File: src/rtl/instruction_fetch_unit.sv
// RISC-V instruction fetch stage: PC generation, instruction memory read handshake and IF/ID register.
// Define IF_PERF_COUNT_EN to add the fetch/miss performance counter outputs.
//
// state     | meaning
// S_FETCH   | read request at pc; load IF/ID on completion
// S_DISCARD | miss outstanding after a redirect; drop returned data, then jump to pend_pc
// S_HOLD    | fetched word parked in hold buffer while decode is stalled; no request
module instruction_fetch_unit #(
    parameter logic [31:0] RESET_PC  = 32'h0000_0000,
    parameter logic [31:0] NOP_INSTR = 32'h0000_0013
) (
    input  logic        clk,
    input  logic        reset,
    input  logic        stall,
    input  logic        redirect,
    input  logic [31:0] redirect_pc,
    output logic        i_mem_read,
    output logic [31:0] i_mem_address,
    input  logic [31:0] i_mem_readdata,
    input  logic        i_mem_busywait,
    output logic [31:0] if_id_instruction,
    output logic [31:0] if_id_pc,
    output logic        if_id_valid
`ifdef IF_PERF_COUNT_EN
    ,
    output logic [31:0] perf_fetch_count,
    output logic [31:0] perf_miss_cycles
`endif
);

    typedef enum logic [1:0] {
        S_FETCH   = 2'd0,
        S_DISCARD = 2'd1,
        S_HOLD    = 2'd2
    } state_t;

    state_t      state_q, state_d;
    logic [31:0] pc_q, pc_d;
    logic [31:0] pend_pc_q, pend_pc_d;
    logic [31:0] hold_instr_q, hold_instr_d;
    logic [31:0] hold_pc_q, hold_pc_d;
    logic [31:0] if_id_instr_q, if_id_instr_d;
    logic [31:0] if_id_pc_q, if_id_pc_d;
    logic        if_id_valid_q, if_id_valid_d;

    logic        complete;
    logic        deliver;
    logic [31:0] redirect_tgt;
    logic [31:0] pc_plus4;

    assign i_mem_read        = (state_q != S_HOLD);
    assign i_mem_address     = pc_q;
    assign complete          = i_mem_read && !i_mem_busywait;
    assign redirect_tgt      = redirect_pc & ~32'h0000_0003;
    assign pc_plus4          = pc_q + 32'd4;
    assign if_id_instruction = if_id_instr_q;
    assign if_id_pc          = if_id_pc_q;
    assign if_id_valid       = if_id_valid_q;

    always_comb begin
        state_d       = state_q;
        pc_d          = pc_q;
        pend_pc_d     = pend_pc_q;
        hold_instr_d  = hold_instr_q;
        hold_pc_d     = hold_pc_q;
        if_id_instr_d = if_id_instr_q;
        if_id_pc_d    = if_id_pc_q;
        if_id_valid_d = if_id_valid_q;
        deliver       = 1'b0;

        case (state_q)
            S_FETCH: begin
                if (complete) begin
                    if (redirect) begin
                        pc_d          = redirect_tgt;
                        if_id_instr_d = NOP_INSTR;
                        if_id_valid_d = 1'b0;
                    end else if (stall) begin
                        hold_instr_d = i_mem_readdata;
                        hold_pc_d    = pc_q;
                        pc_d         = pc_plus4;
                        state_d      = S_HOLD;
                    end else begin
                        if_id_instr_d = i_mem_readdata;
                        if_id_pc_d    = pc_q;
                        if_id_valid_d = 1'b1;
                        pc_d          = pc_plus4;
                        deliver       = 1'b1;
                    end
                end else if (redirect) begin
                    // Request must stay stable, so the target waits in pend_pc.
                    pend_pc_d     = redirect_tgt;
                    state_d       = S_DISCARD;
                    if_id_instr_d = NOP_INSTR;
                    if_id_valid_d = 1'b0;
                end else if (!stall) begin
                    if_id_instr_d = NOP_INSTR;
                    if_id_valid_d = 1'b0;
                end
            end

            S_DISCARD: begin
                if (redirect) begin
                    pend_pc_d = redirect_tgt;
                end
                if (complete) begin
                    pc_d    = redirect ? redirect_tgt : pend_pc_q;
                    state_d = S_FETCH;
                end
                if (redirect || !stall) begin
                    if_id_instr_d = NOP_INSTR;
                    if_id_valid_d = 1'b0;
                end
            end

            S_HOLD: begin
                if (redirect) begin
                    pc_d          = redirect_tgt;
                    if_id_instr_d = NOP_INSTR;
                    if_id_valid_d = 1'b0;
                    state_d       = S_FETCH;
                end else if (!stall) begin
                    if_id_instr_d = hold_instr_q;
                    if_id_pc_d    = hold_pc_q;
                    if_id_valid_d = 1'b1;
                    deliver       = 1'b1;
                    state_d       = S_FETCH;
                end
            end

            default: begin
                state_d = S_FETCH;
            end
        endcase
    end

    always_ff @(posedge clk) begin
        if (reset) begin
            state_q       <= S_FETCH;
            pc_q          <= RESET_PC;
            pend_pc_q     <= 32'h0;
            hold_instr_q  <= NOP_INSTR;
            hold_pc_q     <= 32'h0;
            if_id_instr_q <= NOP_INSTR;
            if_id_pc_q    <= 32'h0;
            if_id_valid_q <= 1'b0;
        end else begin
            state_q       <= state_d;
            pc_q          <= pc_d;
            pend_pc_q     <= pend_pc_d;
            hold_instr_q  <= hold_instr_d;
            hold_pc_q     <= hold_pc_d;
            if_id_instr_q <= if_id_instr_d;
            if_id_pc_q    <= if_id_pc_d;
            if_id_valid_q <= if_id_valid_d;
        end
    end

`ifdef IF_PERF_COUNT_EN
    logic [31:0] fetch_cnt_q, fetch_cnt_d;
    logic [31:0] miss_cnt_q, miss_cnt_d;

    always_comb begin
        fetch_cnt_d = fetch_cnt_q;
        miss_cnt_d  = miss_cnt_q;
        if (deliver) begin
            fetch_cnt_d = fetch_cnt_q + 32'd1;
        end
        if (i_mem_read && i_mem_busywait) begin
            miss_cnt_d = miss_cnt_q + 32'd1;
        end
    end

    always_ff @(posedge clk) begin
        if (reset) begin
            fetch_cnt_q <= 32'h0;
            miss_cnt_q  <= 32'h0;
        end else begin
            fetch_cnt_q <= fetch_cnt_d;
            miss_cnt_q  <= miss_cnt_d;
        end
    end

    assign perf_fetch_count = fetch_cnt_q;
    assign perf_miss_cycles = miss_cnt_q;
`else
    logic unused_deliver;
    assign unused_deliver = deliver;
`endif

endmodule

File: config.mk
export PLATFORM = sky130hd
export DESIGN_NAME = instruction_fetch_unit
export DESIGN_NICKNAME = d
export VERILOG_FILES = /design/src/rtl/instruction_fetch_unit.sv
export SDC_FILE = /design/constraint.sdc
export NUM_CORES = 1
export LEC_CHECK = 0
export CAP_MARGIN = 10
export CORE_MARGIN = 3
export CORE_UTILIZATION = 38
export CTS_CLUSTER_SIZE = 10
export DETAILED_ROUTE_END_ITERATION = 7
export PLACE_DENSITY = 0.58
export SLEW_MARGIN = 15
export SYNTH_ARGS = -nofsm -noshare
export SYNTH_HDL_FRONTEND = slang
export SYNTH_SLANG_ARGS = --single-unit
File: constraint.sdc
create_clock -name clk -period 2.6 [get_ports clk]
set_input_delay 0.39 -clock clk [delete_from_list [all_inputs] [get_ports clk]]
set_output_delay 0.39 -clock clk [all_outputs]
set_load 0.005 [all_outputs]
==> results of run 1 <==
==> worst max-delay path, delay by kind of cell (launching register included) <==
family / cells / cell delay, ns
buf+inv: 4 / 0.91
flops: 1 / 0.42
fa+ha+maj: 1 / 0.23
==> cell families (layout without fill, tap and decap cells) <==
kind of cell / after synthesis / count (layout) / synth area share
buf+inv: 110 / 269 / 0.05075
xor+xnor: 6 / 6 / 0.005970
compound gates: 321 / 321 / 0.2293
mux: 40 / 40 / 0.04577
fa+ha+maj: 6 / 6 / 0.008529
simple gates: 434 / 434 / 0.2162
flops: 195 / 195 / 0.4435
==> state kept, by name, summed over array words and instances (netlist names) <==
| name | cells |
|---|---|
| hold_instr_q | 32 |
| hold_pc_q | 32 |
| i_mem_address | 32 |
| if_id_instruction | 32 |
| if_id_pc | 32 |
| if_id_valid | 1 |
| pend_pc_q | 32 |
| state_q | 2 |
==> per-layer routing <==
metal,vias to the layer above,wire length (um),track usage
li1,4231,-,-
met1,3900,11650,0.2722
met2,250,11900,0.3340
met3,21,1730,0.05549
met4,4,277,0.03851
met5,-,27,0
==> synthesized netlist by cell type, types with 5 or more instances <==
library cell	number
clkbuf_1	75
buf_2	18
nor4_1	8
inv_1	10
nand2_1	219
and3_1	8
nand3_1	19
nor2_1	92
dfxtp_1	195
nor3_1	50
nand2b_1	6
a211oi_1	36
ha_1	6
o21a_1	5
o22ai_1	7
a221o_1	6
mux2i_1	38
o21ai_1	7
a22o_1	7
xor2_1	5
o21ai_0	29
a21oi_1	152
a221oi_1	10
a22oi_1	32
==> power groups by stage <==
stage               Combinational, mW  Sequential [mW]  Clock [mW]
CTS                              3.35             3.72        2.67
finish                           3.38             3.72        2.59
floorplan                        1.81             3.75           0
global placement                 3.32             3.78           0
detailed placement               3.34             3.78           0
global route                     3.76             3.78        2.78
==> worst paths after layout <==
path | startpoint | end | slack [ns] | depth (start not counted)
setup / recovery | state_q[0] | i_mem_read | 0.22 | 5
hold / removal | reset | hold_pc_q[27] | 0.33 | 2
setup reg to reg | state_q[0] | i_mem_address[20] | 0.24 | 9
hold reg to reg | pend_pc_q[2] | pend_pc_q[2] | 0.45 | 2
==> final cells by class <==
cell class | instances | area, sq um | area share
Timing Repair Buffer | 226 | 2203 | 0.1902
Clock buffer | 18 | 439.2 | 0.03791
Inverter | 11 | 41.29 | 0.003564
Tap cell | 285 | 356.6 | 0.03078
Sequential cell | 195 | 3904 | 0.3370
Multi-Input combinational cell | 807 | 4499 | 0.3884
Clock inverter | 14 | 140.1 | 0.01210
==> timing repair <==
item | in CTS | in global routing
endpoints found under the setup margin | 0 | 13
buffers inserted | 0 | 2
gates resized for setup | 0 | 4
==> impl_metrics.tcl, run 1 <==
set metrics [dict create \
    slew-limit-headroom 0.5138 \
    dp.cells 1522 \
    tritoncts "built" \
    p_clk_frac 0.267 \
    timing.fmax_mhz 420.8 \
    cp-start-kind "flop" \
    final_nets 1333 \
    synth.area.top_cells "dfxtp_1, nand2_1, a21oi_1, mux2i_1, nor2_1" \
    ys_seq_elements 195 \
    p_seq_frac 0.384 \
    vias_per_cell 5.402 \
    p_total_mw 9.688 \
    path_clk_slew_ns 0.07 \
    tns_ns 0 \
    synth_area_sq_um 8802 \
    cts_max_path_buffers 2 \
    synth.top_cell.area_share 0.4435 \
    h-tree-depth 4 \
    placed_cell_area_sq_um 10960 \
    synth_largest_area_cell "dfxtp_1" \
    grt_pass1_vias 7847 \
    antenna_found_initial 2 \
    drv_slew 0 \
    holdWs_ns 0.3304 \
    antenna_left 0 \
    crit_fanout 14 \
    die_area_sq_um 25030 \
    final_common_cell "nand2_1" \
    fp-row-count 55 \
    hold_buffers 0 \
    syn-num-nets 1187 \
    portBuffers 164 \
    vdd_drop_max_mv 0.4705 \
    numCtsBuffers 17 \
    power.switching_mw 3.379 \
    path_cells "inv_1 > ha_2 > buf_4 > inv_1 > clkdlybuf4s50_1" \
    rsz0062_at_grt "no" \
    grt_first_pass_wirelength_mm 41.52 \
    die_height_um 158.2 \
    start_util 0.3876 \
    status "completed" \
    synth_edf_count 0 \
    drc_errors 0 \
    worstPathRequired_ns 2.21 \
    totalWireLength_mm 25.58 \
    worstPathArrival_ns 1.99 \
    seq_area_frac_synth 0.4435 \
    power_density_nw_per_um2 836.4 \
    p_comb_frac 0.349 \
    synth_cell_types 64 \
    hold_path_class "primary input to flop" \
    hpwl_mm 16.63 \
    place_ws_ns 0.07074 \
    p_leak_nw 3.995 \
    swShare 0.3487 \
    tightest_slew_ns 0.7294 \
    ios 167 \
    root_buffer "clkbuf_16" \
    finalHoldViolCount 0 \
    crit_top_cell "inv_1" \
    dr.pass1.iters 7 \
    worstSkewPairLatency_ns 0.43 \
    synthCells 1112 \
    synthFlopType "dfxtp_1" \
    worst_slack_ns 0.2235 \
    track_usage 0.2037 \
    die_w_um 158.2 \
    routed-via-count 8406 \
    drt-wirelength-per-cell_um 16.44 \
    drt_iter0_markers 531 \
    fin_cells 1556 \
    slowest_stage "clkdlybuf4s50_1" \
    period_minus_slack_ns 2.376 \
    crit_type "flop to output pin" \
    drive_gt1_frac 0.09363 \
    fin_area_sq_um 11580 \
    postSynthAreaPerCell_sq_um 7.916 \
    diodes 0 \
    overflow 0 \
    area_delta_synth_final_pct 31.60 \
    finalSetupViolations 0 \
    fin_skew_ns 0.01168 \
    max_cap_viol_count 0 \
    final.fill_count 2257 \
    p_int_mw 6.310 \
    post-route-util 0.5101 \
    core-area_sq_um 22710 \
    cts_sinks 195 \
    gp_congestion 0.8296 \
    slowest_delay_ns 0.49 \
    grt_start_max_net_pins 69 \
    period_share 0.9140 \
    async_flop_share 0 \
    yosysWarnings 0 \
    endpoint_kind "output pin" \
    mostFrequentLayoutCells "nand2_1, dfxtp_1, clkdlybuf4s50_1" \
]
Power figures use the tool's default switching activity.
==> run 2, diff against run 1 <==
--- a/config.mk
+++ b/config.mk
@@ -11,7 +11,7 @@
 export CTS_CLUSTER_SIZE = 10
 export DETAILED_ROUTE_END_ITERATION = 7
 export PLACE_DENSITY = 0.58
-export SLEW_MARGIN = 15
+export SLEW_MARGIN = 20
 export SYNTH_ARGS = -nofsm -noshare
 export SYNTH_HDL_FRONTEND = slang
 export SYNTH_SLANG_ARGS = --single-unit
==> constraint.sdc (replaced) <==
create_clock -name clk -period 2.5 [get_ports clk]
set_input_delay 0.375 -clock clk [delete_from_list [all_inputs] [get_ports clk]]
set_output_delay 0.375 -clock clk [all_outputs]
set_load 0.005 [all_outputs]
==> impl_metrics.tcl, run 2 (synthesized netlist as in run 1, its figures left out) <==
set metrics [dict create \
    timing.fmax_mhz 425.5 \
    gp_congestion 0.8526 \
    r2r_start "state_q[1]" \
    rrSetupSlack_ns 0.20 \
    period_share 0.9400 \
    timing.rr.end "i_mem_address[26]" \
    p_leak_nw 4.014 \
    final_nets 1339 \
    post-route-util 0.5131 \
    fin_skew_ns 0.009969 \
    drv_slew 0 \
    drt_iter0_markers 556 \
    portBuffers 164 \
    numCtsBuffers 17 \
    hold_path_class "primary input to flop" \
    tightest_slew_ns 0.5988 \
    cts_sinks 195 \
    cts_max_path_buffers 2 \
    tritoncts "built" \
    h-tree-depth 4 \
    antenna_left 0 \
    vdd_drop_max_mv 0.4659 \
    dr.pass1.iters 5 \
    track_usage 0.2088 \
    endpoint_kind "output pin" \
    die_height_um 158.2 \
    p_total_mw 10.15 \
    start_util 0.3876 \
    slowest_stage "clkdlybuf4s50_1" \
    hold_depth 2 \
    routed-via-count 8401 \
    min_to "i_mem_address[2]" \
    cp-start-kind "flop" \
    die_w_um 158.2 \
    grt_start_max_net_pins 85 \
    hpwl_mm 17.28 \
    mostFrequentLayoutCells "nand2_1, dfxtp_1, clkdlybuf4s50_1" \
    status "completed" \
    path_clk_slew_ns 0.07 \
    slew-limit-headroom 0.5995 \
    totalWireLength_mm 25.93 \
    crit_top_cell "inv_1" \
    r2r_cells 9 \
    slowest_delay_ns 0.44 \
    fp-row-count 55 \
    crit_fanout 13 \
    final_common_cell "nand2_1" \
    tns_ns 0 \
    worstSkewPairLatency_ns 0.44 \
    core-area_sq_um 22710 \
    worstPathArrival_ns 1.98 \
    finalSetupViolations 0 \
    max_cap_viol_count 0 \
    root_buffer "clkbuf_16" \
    drc_errors 0 \
    ios 167 \
    area_delta_synth_final_pct 32.38 \
    grt_pass1_vias 8101 \
    period_minus_slack_ns 2.350 \
    dr_wl_met2_mm 12.08 \
    diodes 0 \
    rsz0062_at_grt "no" \
    drt-wirelength-per-cell_um 16.60 \
    grt_first_pass_wirelength_mm 42.24 \
    overflow 0 \
    vias_per_cell 5.378 \
    highest_layer "met5" \
    wl_met3_mm 1.572 \
    power_density_nw_per_um2 870.9 \
    path_cells "inv_1 > ha_2 > buf_6 > inv_1 > clkdlybuf4s50_1" \
    antenna_found_initial 1 \
    die_area_sq_um 25030 \
    worstPathRequired_ns 2.12 \
    hold_path.startpoint "reset" \
    drive_gt1_frac 0.09397 \
    finalHoldViolCount 0 \
    wl_met1_mm 11.85 \
    crit_type "flop to output pin" \
]
==> run 2: cell count changes in the layout (fill, tap and decap cells not counted), sizes merged <==
cell,previous run,this run
buf,64,70
bufinv,0,1
clkinv,7,2
clkinvlp,1,6
inv,17,16
==> run 2: layout make-up <==
type	instances	area (sq um)
clock buffer	18	429.2
tap	285	356.6
fill	2237	11060
sequential	195	3904
multi-input combinational	807	4484
timing repair buffer	232	2293
clock inverter	14	143.9
inverter	11	41.29
==> run 2: layer usage <==
| layer | up-vias | global-route usage |
|---|---|---|
| met3 | 26 | 0.05249 |
| met1 | 3920 | 0.2676 |
| met4 | 2 | 0.05694 |
| met5 | - | 0 |
| met2 | 212 | 0.3506 |
| li1 | 4241 | - |
==> run 2: worst max-delay path by stage <==
stage                    from                     to  slack, ns  depth (start not counted)
6_report           state_q[0]             i_mem_read       0.15                          5
5_1_grt            state_q[0]       i_mem_address[2]      0.005                          9
4_1_cts            state_q[0]             i_mem_read       0.05                          5
3_5_place_dp   i_mem_busywait      i_mem_address[24]       0.12                          7
3_3_place_gp   i_mem_busywait      i_mem_address[24]       0.15                          7
2_1_floorplan      state_q[0]  if_id_instruction[21]       0.30                         10
==> run 2: per-stage QoR <==
step	setup WS, ns	instance area (sq um)	hold slack [ns]	cells
after floorplan	0.2976	8802	0.4338	1112
after global placement	0.1466	11050	0.4409	1527
after detailed placement	0.1192	11050	0.4462	1527
after CTS	0.05205	11620	0.3105	1559
after global routing	0.005151	11650	0.3186	1562
final	0.1500	11650	0.3245	1562
==> run 2: critical path: cells and delay by family (launching register included) <==
kind / cells / cell delay [ns]
adder cells (fa/ha/maj): 1 / 0.35
flip-flops: 1 / 0.33
buffers and inverters: 4 / 0.86
==> run 2: repair_timing <==
item / CTS / global route
endpoints found under the setup margin: 0 / 2
gates resized for setup: 0 / 2
hold buffers: 0 / 0
buffers inserted: 0 / 3
==> run 2: where the power goes <==
part	internal (mW)	leakage (nW)	switching, mW
Clock	1.41	0.262	1.33
Sequential	3.51	1.59	0.345
Combinational	1.72	2.16	1.84
